[src/rtl/servo_pwm_gen.sv]
// Four-channel servo PWM: samples angles once per frame, converts each to a pulse width with a serial divider.
// Latency: widths settle 80 cycles after frame_start; PWM outputs are registered (1 cycle from compare).
// Backpressure: none; angles are sampled only at frame start, later input changes wait for the next frame.
module servo_pwm_gen #(
    parameter int CLK_HZ    = 50_000_000,
    parameter int PWM_HZ    = 50,
    parameter int MIN_US    = 1000,
    parameter int MAX_US    = 2000,
    parameter int MAX_ANGLE = 180
) (
    input  logic       CLOCK_50,
    input  logic       reset,
    input  logic       enable,
    input  logic [7:0] angle1,
    input  logic [7:0] angle2,
    input  logic [7:0] angle3,
    input  logic [7:0] angle4,
    output logic       PWM1,
    output logic       PWM2,
    output logic       PWM3,
    output logic       PWM4,
    output logic       frame_start,
    output logic       busy
);

    localparam int US_DIV   = CLK_HZ / 1_000_000;
    localparam int FRAME_US = 1_000_000 / PWM_HZ;
    localparam int SPAN     = MAX_US - MIN_US;
    localparam int PRE_W    = (US_DIV > 1) ? $clog2(US_DIV) : 1;
    localparam int US_W     = $clog2(FRAME_US);
    localparam int NUM_W    = $clog2(MAX_ANGLE * SPAN + 1);
    localparam int REM_W    = $clog2(2 * MAX_ANGLE);
    localparam int BIT_W    = $clog2(NUM_W + 1);

    typedef enum logic [1:0] {S_IDLE, S_LOAD, S_DIV, S_STORE} state_t;

    logic [PRE_W-1:0] pre_cnt;
    logic [US_W-1:0]  us_cnt;
    logic             pre_wrap;

    state_t           state_q;
    state_t           state_d;
    logic [1:0]       ch_q;
    logic [BIT_W-1:0] bit_q;
    logic [NUM_W-1:0] num_q;
    logic [REM_W-1:0] rem_q;
    logic [REM_W-1:0] trial;
    logic             div_ge;

    logic [7:0]       ang_in  [4];
    logic [7:0]       a_q     [4];
    logic [15:0]      width_q [4];
    logic [3:0]       pwm_q;

    function automatic logic [7:0] clamp_ang(input logic [7:0] a);
        return (32'(a) > MAX_ANGLE) ? 8'(MAX_ANGLE) : a;
    endfunction

    assign ang_in[0] = angle1;
    assign ang_in[1] = angle2;
    assign ang_in[2] = angle3;
    assign ang_in[3] = angle4;

    assign pre_wrap = (pre_cnt == PRE_W'(US_DIV - 1));

    always_ff @(posedge CLOCK_50) begin
        if (reset) begin
            pre_cnt <= '0;
            us_cnt  <= '0;
        end else if (pre_wrap) begin
            pre_cnt <= '0;
            us_cnt  <= (us_cnt == US_W'(FRAME_US - 1)) ? '0 : us_cnt + 1'b1;
        end else begin
            pre_cnt <= pre_cnt + 1'b1;
        end
    end

    // Gated by reset so the held-at-zero counters do not look like a frame start.
    assign frame_start = !reset && (pre_cnt == '0) && (us_cnt == '0);
    assign busy        = (state_q != S_IDLE);

    always_ff @(posedge CLOCK_50) begin
        if (reset) state_q <= S_IDLE;
        else       state_q <= state_d;
    end

    always_comb begin
        state_d = state_q;
        case (state_q)
            S_IDLE:  if (frame_start) state_d = S_LOAD;
            S_LOAD:  state_d = S_DIV;
            S_DIV:   if (bit_q == BIT_W'(NUM_W - 1)) state_d = S_STORE;
            S_STORE: state_d = (ch_q == 2'd3) ? S_IDLE : S_LOAD;
            default: state_d = S_IDLE;
        endcase
    end

    // Restoring division: num_q shifts out dividend bits and shifts in quotient bits.
    assign trial  = {rem_q[REM_W-2:0], num_q[NUM_W-1]};
    assign div_ge = (trial >= REM_W'(MAX_ANGLE));

    always_ff @(posedge CLOCK_50) begin
        if (reset) begin
            ch_q  <= '0;
            bit_q <= '0;
            num_q <= '0;
            rem_q <= '0;
            for (int i = 0; i < 4; i++) begin
                a_q[i]     <= '0;
                width_q[i] <= '0;
            end
        end else begin
            if (frame_start) begin
                for (int i = 0; i < 4; i++) a_q[i] <= clamp_ang(ang_in[i]);
            end
            case (state_q)
                S_IDLE: ch_q <= '0;
                S_LOAD: begin
                    num_q <= NUM_W'(a_q[ch_q]) * NUM_W'(SPAN);
                    rem_q <= '0;
                    bit_q <= '0;
                end
                S_DIV: begin
                    rem_q <= div_ge ? (trial - REM_W'(MAX_ANGLE)) : trial;
                    num_q <= {num_q[NUM_W-2:0], div_ge};
                    bit_q <= bit_q + 1'b1;
                end
                S_STORE: begin
                    width_q[ch_q] <= 16'(MIN_US) + 16'(num_q);
                    ch_q          <= ch_q + 1'b1;
                end
                default: ;
            endcase
        end
    end

    always_ff @(posedge CLOCK_50) begin
        if (reset) begin
            pwm_q <= '0;
        end else begin
            for (int i = 0; i < 4; i++)
                pwm_q[i] <= enable && (32'(us_cnt) < 32'(width_q[i]));
        end
    end

    assign PWM1 = pwm_q[0];
    assign PWM2 = pwm_q[1];
    assign PWM3 = pwm_q[2];
    assign PWM4 = pwm_q[3];

endmodule

[config.mk]
export PLATFORM = sky130hd
export DESIGN_NAME = servo_pwm_gen
export DESIGN_NICKNAME = d
export VERILOG_FILES = /design/src/rtl/servo_pwm_gen.sv
export SDC_FILE = /design/constraint.sdc
export NUM_CORES = 1
export LEC_CHECK = 0
export CAP_MARGIN = 10
export CORE_MARGIN = 2
export CORE_UTILIZATION = 57
export DETAILED_ROUTE_END_ITERATION = 8
export HOLD_SLACK_MARGIN = 0.06
export PLACE_DENSITY = 0.72
export REMOVE_ABC_BUFFERS = 1
export SYNTH_ARGS = -nofsm -noshare
export SYNTH_HDL_FRONTEND = slang
export SYNTH_SLANG_ARGS = --single-unit
export TNS_END_PERCENT = 10
[constraint.sdc]
create_clock -name CLOCK_50 -period 11.8 [get_ports CLOCK_50]
set_clock_uncertainty 0.2 [all_clocks]
set_input_delay 2.36 -clock CLOCK_50 [delete_from_list [all_inputs] [get_ports CLOCK_50]]
set_output_delay 2.36 -clock CLOCK_50 [all_outputs]
set_load 0.02 [all_outputs]
==> flow_summary.rst, run 1 <==
.. list-table::
   :header-rows: 1

   * - Metric
     - Value
   * - CTS Root Cell
     - clkbuf_16
   * - Clock transition at the registers of the reported paths
     - approximately 60 ps
   * - Sinks on Clock Net
     - roughly 160
   * - Yosys warning total
     - 0
   * - Switching power summed over all nets
     - 755 uW
   * - Height of the die
     - 134 um
   * - Vias
     - roughly 6900
   * - Number of enable-type register cells in the synthesized netlist
     - 96
   * - Post-synth cell types
     - 68
   * - Ys flop type
     - edfxtp_1
   * - Overall Global Routing Usage
     - approximately 23%
   * - Post-DRT Antenna Nets
     - 0
   * - Final routed wirelength across all metal layers
     - 19800 um
   * - Critical path type
     - in -> out
   * - Final sum of negative setup slack
     - 0 ps
   * - Weighted congestion at the end of routability-driven global placement
     - 0.865
   * - Share of power burned in combinational logic
     - approximately two fifths
   * - Clock share of power
     - a little over a quarter
   * - Inserted Diodes
     - 0
   * - Finished Core Util
     - approximately 65%
   * - Post-CTS Resized
     - 0
   * - Skew-Pair Late Insertion Delay
     - roughly 430 ps
   * - Library cell occupying the most area in the post-synthesis netlist
     - edfxtp_1
   * - Core footprint
     - about 17000 um^2
   * - Pwr/cell area
     - around 190 nW/um^2
   * - Worst hold path depth
     - 2
   * - Time the worst path needs with I/O delays and setup
     - roughly 7000 ps
   * - Total Die Area
     - 18000 um^2
   * - Number of search-and-repair iterations in the first detailed-routing pass
     - 5
   * - Post-Syn Instances
     - 959
   * - PnR Total Power
     - 2.00 mW
   * - Req. time, crit path
     - 9240 ps
   * - HP Class
     - reg -> reg
   * - Fraction of post-synthesis cell area in the top cell type by area
     - between 20% and 30%
   * - Flip-flop and latch count after synthesis
     - about 160
   * - Ratio of routed vias to standard cells
     - 5.59
   * - Static leakage
     - roughly 4.6 nW
   * - First-pass GRT wire length
     - ~33000 um
   * - Number of cells on the worst reg-to-reg path
     - 14
   * - TritonCTS buffer count
     - 17
   * - Largest vdd supply drop
     - about 0.17 mV
   * - Clock tree buffer depth
     - 2
   * - RSZ-0062 raised after global routing
     - no
   * - Vias in the first global route
     - 6820
   * - Floorplan row count
     - 47
   * - Critical Path AT
     - roughly 4600 ps
   * - WL per Instance
     - roughly 16 um
   * - Number of input and output port buffers inserted
     - 40
   * - Fraction of final layout cells sized beyond drive strength 1
     - 5.36%
   * - Hold Violations, Final
     - 0
   * - Sequential Power Share
     - about a third
   * - Layout Nets
     - approximately 1200
   * - Relative area change from synthesis to final layout
     - 12.0%
   * - Sequential element share of the synthesized area
     - 42.8%
   * - CTS Hold Bufs
     - 0
   * - Initial antenna violation count
     - 0
   * - Placed wire-length estimate after detailed placement
     - about 15000 um
   * - IO Count
     - slightly above 40
   * - TritonCTS clock tree
     - done
   * - Kind of start point of the critical path
     - input port
   * - Switching Fraction
     - a little under two fifths
   * - Category of the worst setup path capture point
     - primary output
   * - Result of the run
     - completed
   * - Number of DRC markers after the initial detailed-route iteration
     - ~420
   * - Most frequently used cell type in the post-synthesis netlist
     - nor2_1
   * - Max-capacitance violation count
     - 0
   * - DRC violations left
     - 0
   * - Ratio of final minimum period to clock period
     - between 60% and 70%
   * - Worst-path fanout max
     - 54
   * - Fraction of registers with async set/reset
     - 0%
   * - Highest clock frequency the design can meet
     - 0.139 GHz
   * - Post-synthesis area per instance
     - ~10 um^2
   * - Total setup buffers inserted after CTS
     - 0
   * - Die Wd
     - 134 um
   * - Setup violation total in the final timing report
     - 0
   * - Slew of the pin with the lowest slew margin
     - about 800 ps
   * - Final number of max-transition violations
     - 0
   * - Maximum number of pins on one net before global-route repair
     - 55
   * - P_int
     - 1.24 mW
   * - Initial Util
     - 58.1%
   * - Global route overflow
     - 0
   * - Commonest cells in the synthesized netlist
     - 126 x nor2_1, 117 x inv_1, 109 x ha_1
   * - Netlist Area Pre-Place
     - a little under 10000 um^2
   * - Cell types with the largest area share after synthesis
     - edfxtp_1 30%, ha_1 14%, dfxtp_1 13%
   * - H-tree lvl count
     - 4
   * - Relative max-transition margin
     - between 40% and 50%
==> flip-flops by register name, summed over array words and instances, names as in the netlist, 4 cells and up, named ones only <==
name     count
a_q         32
bit_q        5
num_q       18
pre_cnt      6
pwm_q        4
rem_q        8
us_cnt      15
width_q     64
==> per-layer routing <==
layer,wire length [um],share of wire [%],global-route usage (%),vias to the layer above
met5,0,0,0,-
met3,697,3.5,4.08,25
met2,10000,50,40.3,122
met1,8680,44,29.7,3282
met4,435,2.2,7.54,0
li1,-,-,-,3431
==> stage by stage <==
stage	cells	setup WS [ps]	cell area [um^2]	hold slack, ps
4_1_cts	1228	4590	10800	284
5_1_grt	1228	4420	10800	302
3_3_place_gp	1196	4660	10200	266
2_1_floorplan	932	5940	9520	244
3_5_place_dp	1196	4600	10200	278
6_report	1228	4610	10800	285
==> critical path, cell delays in order <==
cell             delay [ps]
buf_2                    90
buf_4                   280
nor4bb_1                320
nand4_1                 110
or2_1                   510
inv_4                   280
clkdlybuf4s50_1         640
==> area by class of cell <==
type	instances	area, um^2
Clock buffer	17	425
Inverter	118	445
Multi-Input combinational cell	656	4950
Timing Repair Buffer	44	425
Tap cell	220	275
Sequential cell	158	4120
Clock inverter	15	153
Fill cell	1355	5790
==> power groups by stage <==
stage                     registers, mW  clock network (mW)  logic (mW)
after floorplan                   0.672                   0       0.603
after global placement            0.681                   0       0.767
after detailed placement          0.684                   0       0.779
after CTS                         0.672               0.550       0.787
after global routing              0.678               0.573       0.903
final                             0.672               0.544       0.783
==> logic make-up after synthesis <==
logic type | count (synthesis) | synth area share (%)
adder cells (fa/ha/maj) | 130 | 18.5
AND/OR/NAND/NOR | 314 | 15.6
multiplexers | 16 | 2.83
flip-flops | 158 | 42.8
buffers and inverters | 145 | 5.93
XOR/XNOR | 36 | 3.27
AO/OA/AOI/OAI | 160 | 11.1
==> path summary, 6_finish.rpt <==
check            from          end  slack (ps)
max             reset  frame_start        4610
min          num_q[1]     num_q[1]         290
max reg2reg  register    num_q[17]        6450
min reg2reg  num_q[1]     num_q[1]         290
==> layout by cell type (no fill, tap or decap), types with 14 or more instances in the layout <==
cell,instances
a21oi_1,46
nand2_1,57
nand3_1,21
xnor2_1,19
edfxtp_1,96
and2_1,14
xor2_1,17
ha_1,109
a211oi_1,14
clkdlybuf4s50_1,39
nor3_1,22
nor2_1,126
fa_1,21
clkbuf_16,17
dfxtp_1,62
a21o_1,17
o21ai_0,24
o21a_1,16
inv_1,117
Note: power is estimated with default switching activity, not from simulation.
==> run 2: changes to the inputs <==
==> constraint.sdc (replaced) <==
create_clock -name CLOCK_50 -period 7.1 [get_ports CLOCK_50]
set_clock_uncertainty 0.2 [all_clocks]
set_input_delay 1.42 -clock CLOCK_50 [delete_from_list [all_inputs] [get_ports CLOCK_50]]
set_output_delay 1.42 -clock CLOCK_50 [all_outputs]
set_load 0.02 [all_outputs]
==> run 2 against run 1 <==
Flip-flop and latch count unchanged. Via count increased by 1.1%. Largest power group unchanged. Core utilization increased by 0.13 points. Sequential power increased by 67%. Worst setup slack got worse by 2800 ps.
==> flow_summary.rst, run 2 (synthesis gave the netlist of run 1 again) <==
.. list-table::
   :header-rows: 1

   * - Metric
     - Value
   * - Result of the run
     - completed (unchanged)
   * - Post-CTS Resized
     - 0 (unchanged)
   * - Skew-Pair Late Insertion Delay
     - 430 ps (about the same)
   * - Vias in the first global route
     - 6668 (was 6820)
   * - DRC violations left
     - 0 (unchanged)
   * - Clock transition at the registers of the reported paths
     - 60 ps (about the same)
   * - Setup violation total in the final timing report
     - 0 (unchanged)
   * - TritonCTS buffer count
     - 17 (unchanged)
   * - Floorplan row count
     - 47 (unchanged)
   * - Number of input and output port buffers inserted
     - 40 (unchanged)
   * - Clock share of power
     - 27.6% (was 27.2%)
   * - IO Count
     - 41 (unchanged)
   * - Initial antenna violation count
     - 0 (unchanged)
   * - WL per Instance
     - 16.5 um (was 16.1 um)
   * - Max-capacitance violation count
     - 0 (unchanged)
   * - CTS Hold Bufs
     - 0 (unchanged)
   * - Die Wd
     - 134 um (unchanged)
   * - Switching power summed over all nets
     - 1.23 mW (was 755 uW)
   * - Kind of start point of the critical path
     - register (was input port)
   * - Fill cells
     - 1301 (was 1355)
   * - Ratio of final minimum period to clock period
     - between 70% and 80%
   * - Post-DRT Antenna Nets
     - 0 (unchanged)
   * - Category of the worst setup path capture point
     - register (was primary output)
   * - Inserted Diodes
     - 0 (unchanged)
   * - Slew of the pin with the lowest slew margin
     - 878 ps (was 793 ps)
   * - Highest-count cells in the layout ignoring fill and taps
     - 126 x nor2_1, 117 x inv_1, 109 x ha_1 (unchanged)
   * - Global route overflow
     - 0 (unchanged)
   * - Static leakage
     - 4.63 nW (was 4.62 nW)
   * - Placed wire-length estimate after detailed placement
     - 14900 um (was 14600 um)
   * - HP Class
     - reg -> reg (unchanged)
   * - Sequential Power Share
     - 33.2% (was 33.6%)
   * - Kind of cell with the highest combined delay on the critical path
     - adder cells (was buffers and inverters)
   * - Hold Violations, Final
     - 0 (unchanged)
   * - Highest clock frequency the design can meet
     - 0.190 GHz
   * - PnR Total Power
     - 3.37 mW (was 2.00 mW)
   * - CTS Root Cell
     - clkbuf_16 (unchanged)
   * - Overall Global Routing Usage
     - 23.4% (was 23.2%)
   * - Worst stage delay on the critical path
     - 700 ps (was 640 ps)
   * - Number of search-and-repair iterations in the first detailed-routing pass
     - 5 (unchanged)
   * - Sinks on Clock Net
     - 158 (unchanged)
   * - Share of power burned in combinational logic
     - 39.2% (about the same)
   * - Register name with the most flops
     - width_q (unchanged)
   * - Maximum number of pins on one net before global-route repair
     - 54 (was 55)
   * - Highest-delay cell along the critical path
     - mux4_2 (was clkdlybuf4s50_1)
   * - Cell with the most instances on the worst path
     - fa_1
   * - Final number of max-transition violations
     - 0 (unchanged)
   * - Relative max-transition margin
     - 41.5% (was 47.2%)
   * - Final routed wirelength across all metal layers
     - 20300 um (was 19800 um)
   * - Total setup buffers inserted after CTS
     - 0 (unchanged)
   * - Flip-flop count of the largest register, all copies and words added
     - 64 (unchanged)
   * - Core footprint
     - 16600 um^2 (unchanged)
   * - TritonCTS clock tree
     - done (unchanged)
   * - Critical path type
     - reg -> reg (was in -> out)
   * - Clock tree buffer depth
     - 2 (unchanged)
   * - First-pass GRT wire length
     - 32700 um (was 32900 um)
   * - Weighted congestion at the end of routability-driven global placement
     - 0.828 (was 0.865)
   * - Commonest non-fill, non-tap cell in the layout
     - nor2_1 (unchanged)
   * - Height of the die
     - 134 um (unchanged)
   * - Ratio of routed vias to standard cells
     - 5.65 (was 5.59)
   * - Critical Path AT
     - 5410 ps (was 4630 ps)
   * - Number of DRC markers after the initial detailed-route iteration
     - 392 (was 422)
   * - Ordered cell list for the critical path
     - mux4_2 > fa_1 > xor2_1 > ha_1 > inv_1 > fa_1 > fa_1 > inv_1 > ha_1 > a21o_1 > a21oi_2 > a211oi_1 > o31a_1 > o32ai_1 (was buf_2 > buf_4 > nor4bb_1 > nand4_1 > or2_1 > inv_4 > clkdlybuf4s50_1)
   * - Pwr/cell area
     - 312 nW/um^2 (was 185 nW/um^2)
   * - Time the worst path needs with I/O delays and setup
     - about 5300 ps
   * - P_int
     - 2.14 mW (was 1.24 mW)
   * - Final sum of negative setup slack
     - 0 ps (unchanged)
   * - Vias
     - 6938 (was 6860)
   * - Req. time, crit path
     - 7230 ps (was 9240 ps)
   * - Layout Nets
     - 1161 (was 1160)
   * - Worst Path Buf+Inv
     - 2 (was 4)
   * - Fraction of final layout cells sized beyond drive strength 1
     - 4.96% (was 5.36%)
   * - Total Die Area
     - 18000 um^2 (unchanged)
   * - H-tree lvl count
     - 4 (unchanged)
   * - Largest vdd supply drop
     - 0.255 mV (was 0.173 mV)
   * - Registers with the most flip-flops
     - width_q x64, a_q x32, num_q x18 (unchanged)
   * - Initial Util
     - 58.1% (unchanged)
   * - Switching Fraction
     - 36.5% (was 37.8%)
   * - Worst-path fanout max
     - 9 (was 54)
   * - Relative area change from synthesis to final layout
     - 12.2% (was 12.0%)
   * - RSZ-0062 raised after global routing
     - no (unchanged)
## run 2: layer usage
metal  wire length [um]  up-vias  GRT usage [%]
met2              10400      152           41.9
met1               8740     3327           28.5
li1                   -     3430              -
met5                  0        -              0
met3                729       29           4.27
met4                423        0           7.78
## run 2: layout make-up
| type | count | area, um^2 | area share (%) |
|---|---|---|---|
| inverter | 118 | 445 | 4.12 |
| sequential | 158 | 4120 | 38.1 |
| timing repair buffer | 45 | 433 | 4.00 |
| clock buffer | 22 | 454 | 4.20 |
| multi-input combinational | 656 | 4950 | 45.7 |
| clock inverter | 10 | 138 | 1.27 |
| tap | 220 | 275 | 2.55 |
## run 2: worst paths after layout
kind,start,to,slack (ps),depth (start not counted)
hold reg to reg,num_q[1],num_q[1],280,2
setup / recovery,register,num_q[17],1820,14
setup reg to reg,register,num_q[17],1820,14
hold / removal,num_q[1],num_q[1],280,2
## run 2: power by group through the flow
stage / Clock [mW] / Combinational [mW] / Sequential [mW]
after CTS: 0.936 / 1.33 / 1.12
final: 0.932 / 1.32 / 1.12
after global placement: 0 / 1.30 / 1.14
after detailed placement: 0 / 1.31 / 1.14
after global routing: 0.978 / 1.50 / 1.13
after floorplan: 0 / 1.00 / 1.12
## run 2: worst register-to-register path, stage by stage (launching register included)
cell	delay (ps)
dfxtp_1	680
mux4_2	700
fa_1	640
xor2_1	160
ha_1	250
inv_1	80
fa_1	430
fa_1	510
inv_1	40
ha_1	350
a21o_1	210
a21oi_2	250
a211oi_1	160
o31a_1	310
o32ai_1	230
## run 2: metrics by stage
stage	utilization (%)	hold slack, ps	cells	setup WS [ps]	cell area [um^2]
final	65.2	277	1229	1820	10800
after global routing	65.2	311	1229	1510	10800
after CTS	65.2	278	1229	1780	10800
after detailed placement	61.6	270	1197	1800	10200
after global placement	61.6	266	1197	1940	10200
after floorplan	-	244	932	2150	9520
